==> config.mk <==
export PLATFORM = sky130hd
export DESIGN_NAME = cpu_control_unit
export DESIGN_NICKNAME = d
export VERILOG_FILES = /design/src/rtl/cpu_control_unit.sv
export SDC_FILE = /design/constraint.sdc
export NUM_CORES = 1
export LEC_CHECK = 0
export BUFFER_PORTS_ARGS = -buffer_cell sky130_fd_sc_hd__buf_4
export CAP_MARGIN = 20
export CORE_MARGIN = 8
export CORE_UTILIZATION = 33
export DETAILED_ROUTE_END_ITERATION = 7
export HOLD_SLACK_MARGIN = 0.02
export MAX_ROUTING_LAYER = met4
export SLEW_MARGIN = 20
export SYNTH_ARGS = -nofsm -noshare
export SYNTH_HDL_FRONTEND = slang
export SYNTH_SLANG_ARGS = --single-unit
==> constraint.sdc <==
create_clock -name clk -period 2.06 [get_ports clk]
set_input_delay 0.103 -clock clk [delete_from_list [all_inputs] [get_ports clk]]
set_output_delay 0.103 -clock clk [all_outputs]
set_load 0.02 [all_outputs]
==> src/rtl/cpu_control_unit.sv <==
// Moore control FSM for the 8-bit CPU datapath: fetch, decode and execute sequencing
// including the one-cycle read latency of the synchronous ROM and data memory.
module cpu_control_unit #(
    parameter logic [2:0] ALU_ADD   = 3'b000,
    parameter logic [2:0] ALU_SUB   = 3'b001,
    parameter logic [2:0] ALU_AND   = 3'b010,
    parameter logic [2:0] ALU_OR    = 3'b011,
    parameter logic [2:0] ALU_INC   = 3'b100,
    parameter logic [2:0] ALU_DEC   = 3'b101,
    parameter logic [1:0] BUS1_PC   = 2'b00,
    parameter logic [1:0] BUS1_A    = 2'b01,
    parameter logic [1:0] BUS1_B    = 2'b10,
    parameter logic [1:0] BUS2_ALU  = 2'b00,
    parameter logic [1:0] BUS2_BUS1 = 2'b01,
    parameter logic [1:0] BUS2_MEM  = 2'b10
) (
    input  logic       clk,
    input  logic       reset,
    input  logic [7:0] IR,
    input  logic [3:0] CCR_Result,
    output logic       IR_Load,
    output logic       MAR_Load,
    output logic       PC_Load,
    output logic       PC_Inc,
    output logic       A_Load,
    output logic       B_Load,
    output logic       CCR_Load,
    output logic [2:0] ALU_Sel,
    output logic [1:0] Bus1_Sel,
    output logic [1:0] Bus2_Sel,
    output logic       write,
    output logic [4:0] fsm_state
);

    localparam logic [7:0] OP_LDA_IMM = 8'h10;
    localparam logic [7:0] OP_LDA_DIR = 8'h11;
    localparam logic [7:0] OP_LDB_IMM = 8'h12;
    localparam logic [7:0] OP_LDB_DIR = 8'h13;
    localparam logic [7:0] OP_STA_DIR = 8'h14;
    localparam logic [7:0] OP_STB_DIR = 8'h15;
    localparam logic [7:0] OP_ADD_AB  = 8'h20;
    localparam logic [7:0] OP_SUB_AB  = 8'h21;
    localparam logic [7:0] OP_AND_AB  = 8'h22;
    localparam logic [7:0] OP_OR_AB   = 8'h23;
    localparam logic [7:0] OP_INCA    = 8'h24;
    localparam logic [7:0] OP_INCB    = 8'h25;
    localparam logic [7:0] OP_DECA    = 8'h26;
    localparam logic [7:0] OP_DECB    = 8'h27;
    localparam logic [7:0] OP_BRA     = 8'h30;
    localparam logic [7:0] OP_BNU     = 8'h31;
    localparam logic [7:0] OP_BND     = 8'h32;
    localparam logic [7:0] OP_BZU     = 8'h33;
    localparam logic [7:0] OP_BZD     = 8'h34;
    localparam logic [7:0] OP_BVU     = 8'h35;
    localparam logic [7:0] OP_BVD     = 8'h36;
    localparam logic [7:0] OP_BCU     = 8'h37;
    localparam logic [7:0] OP_BCD     = 8'h38;

    localparam logic [4:0] S_F0     = 5'd0;
    localparam logic [4:0] S_F1     = 5'd1;
    localparam logic [4:0] S_F2     = 5'd2;
    localparam logic [4:0] S_D3     = 5'd3;
    localparam logic [4:0] S_OP0    = 5'd4;
    localparam logic [4:0] S_OP1    = 5'd5;
    localparam logic [4:0] S_OP1_BR = 5'd6;
    localparam logic [4:0] S_D0     = 5'd7;
    localparam logic [4:0] S_D1     = 5'd8;
    localparam logic [4:0] S_LDA    = 5'd9;
    localparam logic [4:0] S_LDB    = 5'd10;
    localparam logic [4:0] S_STA    = 5'd11;
    localparam logic [4:0] S_STB    = 5'd12;
    localparam logic [4:0] S_ADD    = 5'd13;
    localparam logic [4:0] S_SUB    = 5'd14;
    localparam logic [4:0] S_AND    = 5'd15;
    localparam logic [4:0] S_OR     = 5'd16;
    localparam logic [4:0] S_INCA   = 5'd17;
    localparam logic [4:0] S_INCB   = 5'd18;
    localparam logic [4:0] S_DECA   = 5'd19;
    localparam logic [4:0] S_DECB   = 5'd20;
    localparam logic [4:0] S_BR     = 5'd21;
    localparam logic [4:0] S_SKIP   = 5'd22;

    logic [4:0] state;
    logic [4:0] state_next;
    logic       is_branch;
    logic       branch_taken;
    logic       flag_n, flag_z, flag_v, flag_c;

    assign flag_n    = CCR_Result[3];
    assign flag_z    = CCR_Result[2];
    assign flag_v    = CCR_Result[1];
    assign flag_c    = CCR_Result[0];
    assign fsm_state = state;

    // Only consulted in D3; OP0 relies on the fact that only taken branches reach it.
    always_comb begin
        is_branch    = 1'b1;
        branch_taken = 1'b0;
        case (IR)
            OP_BRA:  branch_taken = 1'b1;
            OP_BNU:  branch_taken = flag_n;
            OP_BND:  branch_taken = ~flag_n;
            OP_BZU:  branch_taken = flag_z;
            OP_BZD:  branch_taken = ~flag_z;
            OP_BVU:  branch_taken = flag_v;
            OP_BVD:  branch_taken = ~flag_v;
            OP_BCU:  branch_taken = flag_c;
            OP_BCD:  branch_taken = ~flag_c;
            default: is_branch    = 1'b0;
        endcase
    end

    always_ff @(posedge clk or negedge reset) begin
        if (!reset) begin
            state <= S_F0;
        end else begin
            state <= state_next;
        end
    end

    always_comb begin
        state_next = S_F0;
        case (state)
            S_F0: state_next = S_F1;
            S_F1: state_next = S_F2;
            S_F2: state_next = S_D3;
            S_D3: begin
                case (IR)
                    OP_LDA_IMM, OP_LDA_DIR, OP_LDB_IMM,
                    OP_LDB_DIR, OP_STA_DIR, OP_STB_DIR: state_next = S_OP0;
                    OP_ADD_AB: state_next = S_ADD;
                    OP_SUB_AB: state_next = S_SUB;
                    OP_AND_AB: state_next = S_AND;
                    OP_OR_AB:  state_next = S_OR;
                    OP_INCA:   state_next = S_INCA;
                    OP_INCB:   state_next = S_INCB;
                    OP_DECA:   state_next = S_DECA;
                    OP_DECB:   state_next = S_DECB;
                    default: begin
                        if (is_branch) begin
                            state_next = branch_taken ? S_OP0 : S_SKIP;
                        end else begin
                            state_next = S_F0;
                        end
                    end
                endcase
            end
            S_OP0:    state_next = is_branch ? S_OP1_BR : S_OP1;
            S_OP1: begin
                case (IR)
                    OP_LDA_IMM: state_next = S_LDA;
                    OP_LDB_IMM: state_next = S_LDB;
                    OP_LDA_DIR, OP_LDB_DIR,
                    OP_STA_DIR, OP_STB_DIR: state_next = S_D0;
                    default: state_next = S_F0;
                endcase
            end
            S_OP1_BR: state_next = S_BR;
            S_D0: begin
                case (IR)
                    OP_LDA_DIR, OP_LDB_DIR: state_next = S_D1;
                    OP_STA_DIR: state_next = S_STA;
                    OP_STB_DIR: state_next = S_STB;
                    default:    state_next = S_F0;
                endcase
            end
            S_D1: begin
                case (IR)
                    OP_LDA_DIR: state_next = S_LDA;
                    OP_LDB_DIR: state_next = S_LDB;
                    default:    state_next = S_F0;
                endcase
            end
            default: state_next = S_F0;
        endcase
    end

    // Moore outputs: every strobe and select is a function of state alone.
    always_comb begin
        IR_Load  = 1'b0;
        MAR_Load = 1'b0;
        PC_Load  = 1'b0;
        PC_Inc   = 1'b0;
        A_Load   = 1'b0;
        B_Load   = 1'b0;
        CCR_Load = 1'b0;
        ALU_Sel  = ALU_ADD;
        Bus1_Sel = BUS1_PC;
        Bus2_Sel = BUS2_ALU;
        write    = 1'b0;
        case (state)
            S_F0, S_OP0: begin
                Bus1_Sel = BUS1_PC;
                Bus2_Sel = BUS2_BUS1;
                MAR_Load = 1'b1;
            end
            S_F1, S_OP1, S_SKIP: PC_Inc = 1'b1;
            S_F2: begin
                Bus2_Sel = BUS2_MEM;
                IR_Load  = 1'b1;
            end
            S_D0: begin
                Bus2_Sel = BUS2_MEM;
                MAR_Load = 1'b1;
            end
            S_LDA: begin
                Bus2_Sel = BUS2_MEM;
                A_Load   = 1'b1;
            end
            S_LDB: begin
                Bus2_Sel = BUS2_MEM;
                B_Load   = 1'b1;
            end
            S_STA: begin
                Bus1_Sel = BUS1_A;
                write    = 1'b1;
            end
            S_STB: begin
                Bus1_Sel = BUS1_B;
                write    = 1'b1;
            end
            S_ADD, S_SUB, S_AND, S_OR, S_INCA, S_DECA: begin
                Bus1_Sel = BUS1_A;
                Bus2_Sel = BUS2_ALU;
                A_Load   = 1'b1;
                CCR_Load = 1'b1;
            end
            S_INCB, S_DECB: begin
                Bus1_Sel = BUS1_B;
                Bus2_Sel = BUS2_ALU;
                B_Load   = 1'b1;
                CCR_Load = 1'b1;
            end
            S_BR: begin
                Bus2_Sel = BUS2_MEM;
                PC_Load  = 1'b1;
            end
            default: ;
        endcase
        case (state)
            S_SUB:          ALU_Sel = ALU_SUB;
            S_AND:          ALU_Sel = ALU_AND;
            S_OR:           ALU_Sel = ALU_OR;
            S_INCA, S_INCB: ALU_Sel = ALU_INC;
            S_DECA, S_DECB: ALU_Sel = ALU_DEC;
            default:        ALU_Sel = ALU_ADD;
        endcase
    end

endmodule

==> flow_metrics.py <==
metrics = {
    "sta": {
        "tightest_slew_ns": 0.4131,
        "skew_ns": 0.007681,
        "final_hold_viol_count": 0,
        "finalCriticalPeriod_ns": 1.951,
        "hold_slack_ns": 0.2119,
        "fin_setup_tns_ns": 0,
        "post-route-period-util_pct": 94.72,
        "rsz0062_at_grt": "false",
        "finalMaxSlewViolations": 0,
        "setup_violations": 0,
        "slew_headroom_pct": 72.46,
        "fmax_ghz": 0.5125,
    },
    "route": {
        "wl_mm": 3.063,
        "firstDrtPassIters": 4,
        "avgViaCountPerCell": 5.636,
        "first_iter_violations": 79,
        "antenna_left": 0,
        "vias": 1116,
        "drc": 0,
        "wl_per_cell_um": 15.47,
    },
    "power_and_ir_drop": {
        "pwr-share-clk_pct": 10.9,
        "swShare_pct": 53.74,
        "switchingPower_w": 0.0005943,
        "ir_drop_mv": 0.6290,
        "total_power_w": 0.001106,
        "p_per_area_nw_per_um2": 917.9,
        "p_int_w": 0.0005116,
        "power_frac_seq_pct": 18.2,
        "p_leak_nw": 0.5179,
        "power_frac_comb_pct": 70.9,
    },
    "yosys": {
        "synthTopCellsByArea": "dfrtp_1 13%, nor2_1 8.9%, nand2_1 4.4%, nand2b_1 4.0%, nand3_1 3.8%",
        "synthesis.nets": 154,
        "synth_adder_area_share_pct": 0,
        "yosys_warnings": 0,
        "synth_top_area_share_pct": 13.44,
        "synth_edf_count": 0,
        "synth_top_family_by_area": "simple AND/OR/NAND/NOR gates",
        "synth.avg_cell_area_um2": 6.649,
        "yosys-mux-area-fraction_pct": 2.285,
        "synth.distinct_cells": 50,
        "synth_area_um2": 930.9,
        "synth_xor_area_share_pct": 0.9409,
        "seq_area_frac_synth_pct": 13.44,
        "synth_compound_area_share_pct": 31.45,
        "synth-seq-cells": 5,
        "async_flop_share_pct": 100.0,
        "synthSimpleGateAreaFrac_pct": 41.26,
        "synth_top_area_cell": "dfrtp_1",
        "syn-instance-count": 140,
        "synthFlopType": "dfrtp_1",
    },
    "placed_design": {
        "portBuffers": 33,
        "place.gp.congestion": 0.9077,
        "placed_cells": 193,
        "dp_hpwl_mm": 2.375,
    },
    "floorplanning": {
        "core_area_um2": 2710,
        "initial_core_util_pct": 34.35,
        "row_count": 19,
        "io_pins": 34,
        "die_h_um": 69.11,
        "fp.dieArea_um2": 4776,
        "die_x_um": 69.11,
    },
    "worst_setup_path": {
        "worst_ep_arrival_time_ns": 1.85,
        "path_cells": "buf_4 -> inv_2 -> or3_1 -> nand3_1 -> o21ai_0 -> o21bai_1 -> buf_4",
        "crit_slowest_cell": "dfrtp_1",
        "crit_type": "flop to output pin",
        "cpMostUsedCell": "buf_4",
        "critPathLaunchType": "flop",
        "worstPathMaxFanout": 11,
        "slowest_delay_ns": 0.52,
        "cp-end-kind": "output pin",
        "cp.required_ns": 1.96,
    },
    "global_route": {
        "grt_usage_pct": 12.87,
        "gr-total-overflow": 0,
        "grt_max_degree": 20,
        "grt_pass1_vias": 1185,
        "grt_pass1_wl_mm": 5.368,
        "antenna_found_initial": 0,
    },
    "clock_tree": {
        "cts_buffers": 3,
        "root_buffer": "clkbuf_4",
        "h-tree-depth": 1,
        "cts.sinks": 5,
        "clk_pin_slew_ns": 0.05,
        "clockBufferDepth": 2,
        "clk_latency_ns": 0.25,
        "cts_tree": "built",
    },
    "final_layout": {
        "num-nets-final": 182,
        "mostFrequentLayoutCells": "36 x buf_4, 22 x nor2_1, 11 x nand2_1, 7 x nand3_1, 7 x nor3_1",
        "largest_reg_flops": 5,
        "antenna_cells": 0,
        "instances_no_fill": 198,
        "layout_commonest_cell": "buf_4",
        "synthToLayoutAreaGrowth_pct": 29.44,
        "drive_gt1_share_pct": 31.14,
    },
    "outcome": {
        "run_status": "finished, final reports clean",
    },
    "min_path": {
        "worstHoldPathType": "primary input to async pin",
    },
    "run": {
        "cap_violations": 0,
    },
}
final timing paths:
kind | startpoint | end | slack, ns | cells after the start
worst max-delay path | fsm_state[2] | Bus2_Sel[1] | 0.11 | 7
min in group clk | CCR_Result[1] | fsm_state[4] | 0.31 | 4
worst min-delay path | reset | fsm_state[4] | 0.21 | 2
worst max register to register | fsm_state[3] | fsm_state[2] | 0.28 | 5
max in group asynchronous | reset | fsm_state[2] | 1.73 | 2
worst min register to register | fsm_state[0] | fsm_state[4] | 0.80 | 2
repair_timing:
action / in CTS / in global routing
endpoints found under the hold margin: 5 / 0
gates resized for setup: 0 / 1
buffers inserted: 0 / 0
endpoints found under the setup margin: 0 / 1
hold buffers: 1 / 0
area by class of cell:
cell class / count / area [um^2]
Fill cell: 296 / 1505
Multi-Input combinational cell: 116 / 715.7
Timing Repair Buffer: 37 / 280.3
Sequential cell: 5 / 125.1
Tap cell: 31 / 38.79
Clock buffer: 4 / 26.28
Inverter: 5 / 18.77
stage by stage:
step | setup slack [ns] | util [%] | instance area, um^2
3_5_place_dp | 0.3216 | 43.03 | 1166
2_1_floorplan | 0.2511 | - | 937.1
4_1_cts | 0.1139 | 44.37 | 1202
6_report | 0.1088 | 44.46 | 1205
3_3_place_gp | 0.3722 | 43.03 | 1166
5_1_grt | 0.007501 | 44.46 | 1205
critical path: cells and delay by family (launching register included):
family,cells,cell delay (ns)
compound gates,2,0.22
buf+inv,3,0.47
flops,1,0.52
simple gates,2,0.39
layer usage:
metal  vias up  track usage, %  part of all wire [%]
met1       509           15.33                    46
met2        34           21.11                    48
met4         0           5.011                   1.2
met3         4           2.003                   4.2
met5         -               -                     0
li1        569               -                     -
kinds of logic after synthesis:
group,count (synthesis)
and+or+nand+nor,72
AOI/OAI and AO/OA,41
buffers and inverters,19
DFF,5
muxes,2
xor gates and xnor gates,1
synthesized netlist by cell type (2+ instances only):
cell / count
nor2_1: 22
nand2_1: 11
clkbuf_1: 7
nand3_1: 7
nor3_1: 7
a21oi_1: 6
nand2b_1: 6
dfrtp_1: 5
buf_2: 4
o21ai_0: 4
o21ai_1: 4
o21bai_1: 4
buf_6: 3
inv_1: 3
nor2b_1: 3
nor4_1: 3
a2111oi_0: 2
a221o_1: 2
a31oi_1: 2
inv_2: 2
nand4_1: 2
o32ai_1: 2
or3_4: 2
power groups by stage:
stage / registers [W] / clock network [W] / logic, W
3_3_place_gp: 0.000196 / 0 / 0.000780
2_1_floorplan: 0.000172 / 0 / 0.000546
4_1_cts: 0.000197 / 0.000121 / 0.000788
5_1_grt: 0.000209 / 0.000125 / 0.000853
6_report: 0.000201 / 0.000121 / 0.000784
3_5_place_dp: 0.000198 / 0 / 0.000785
No activity file was read; power rests on OpenSTA's default activity.
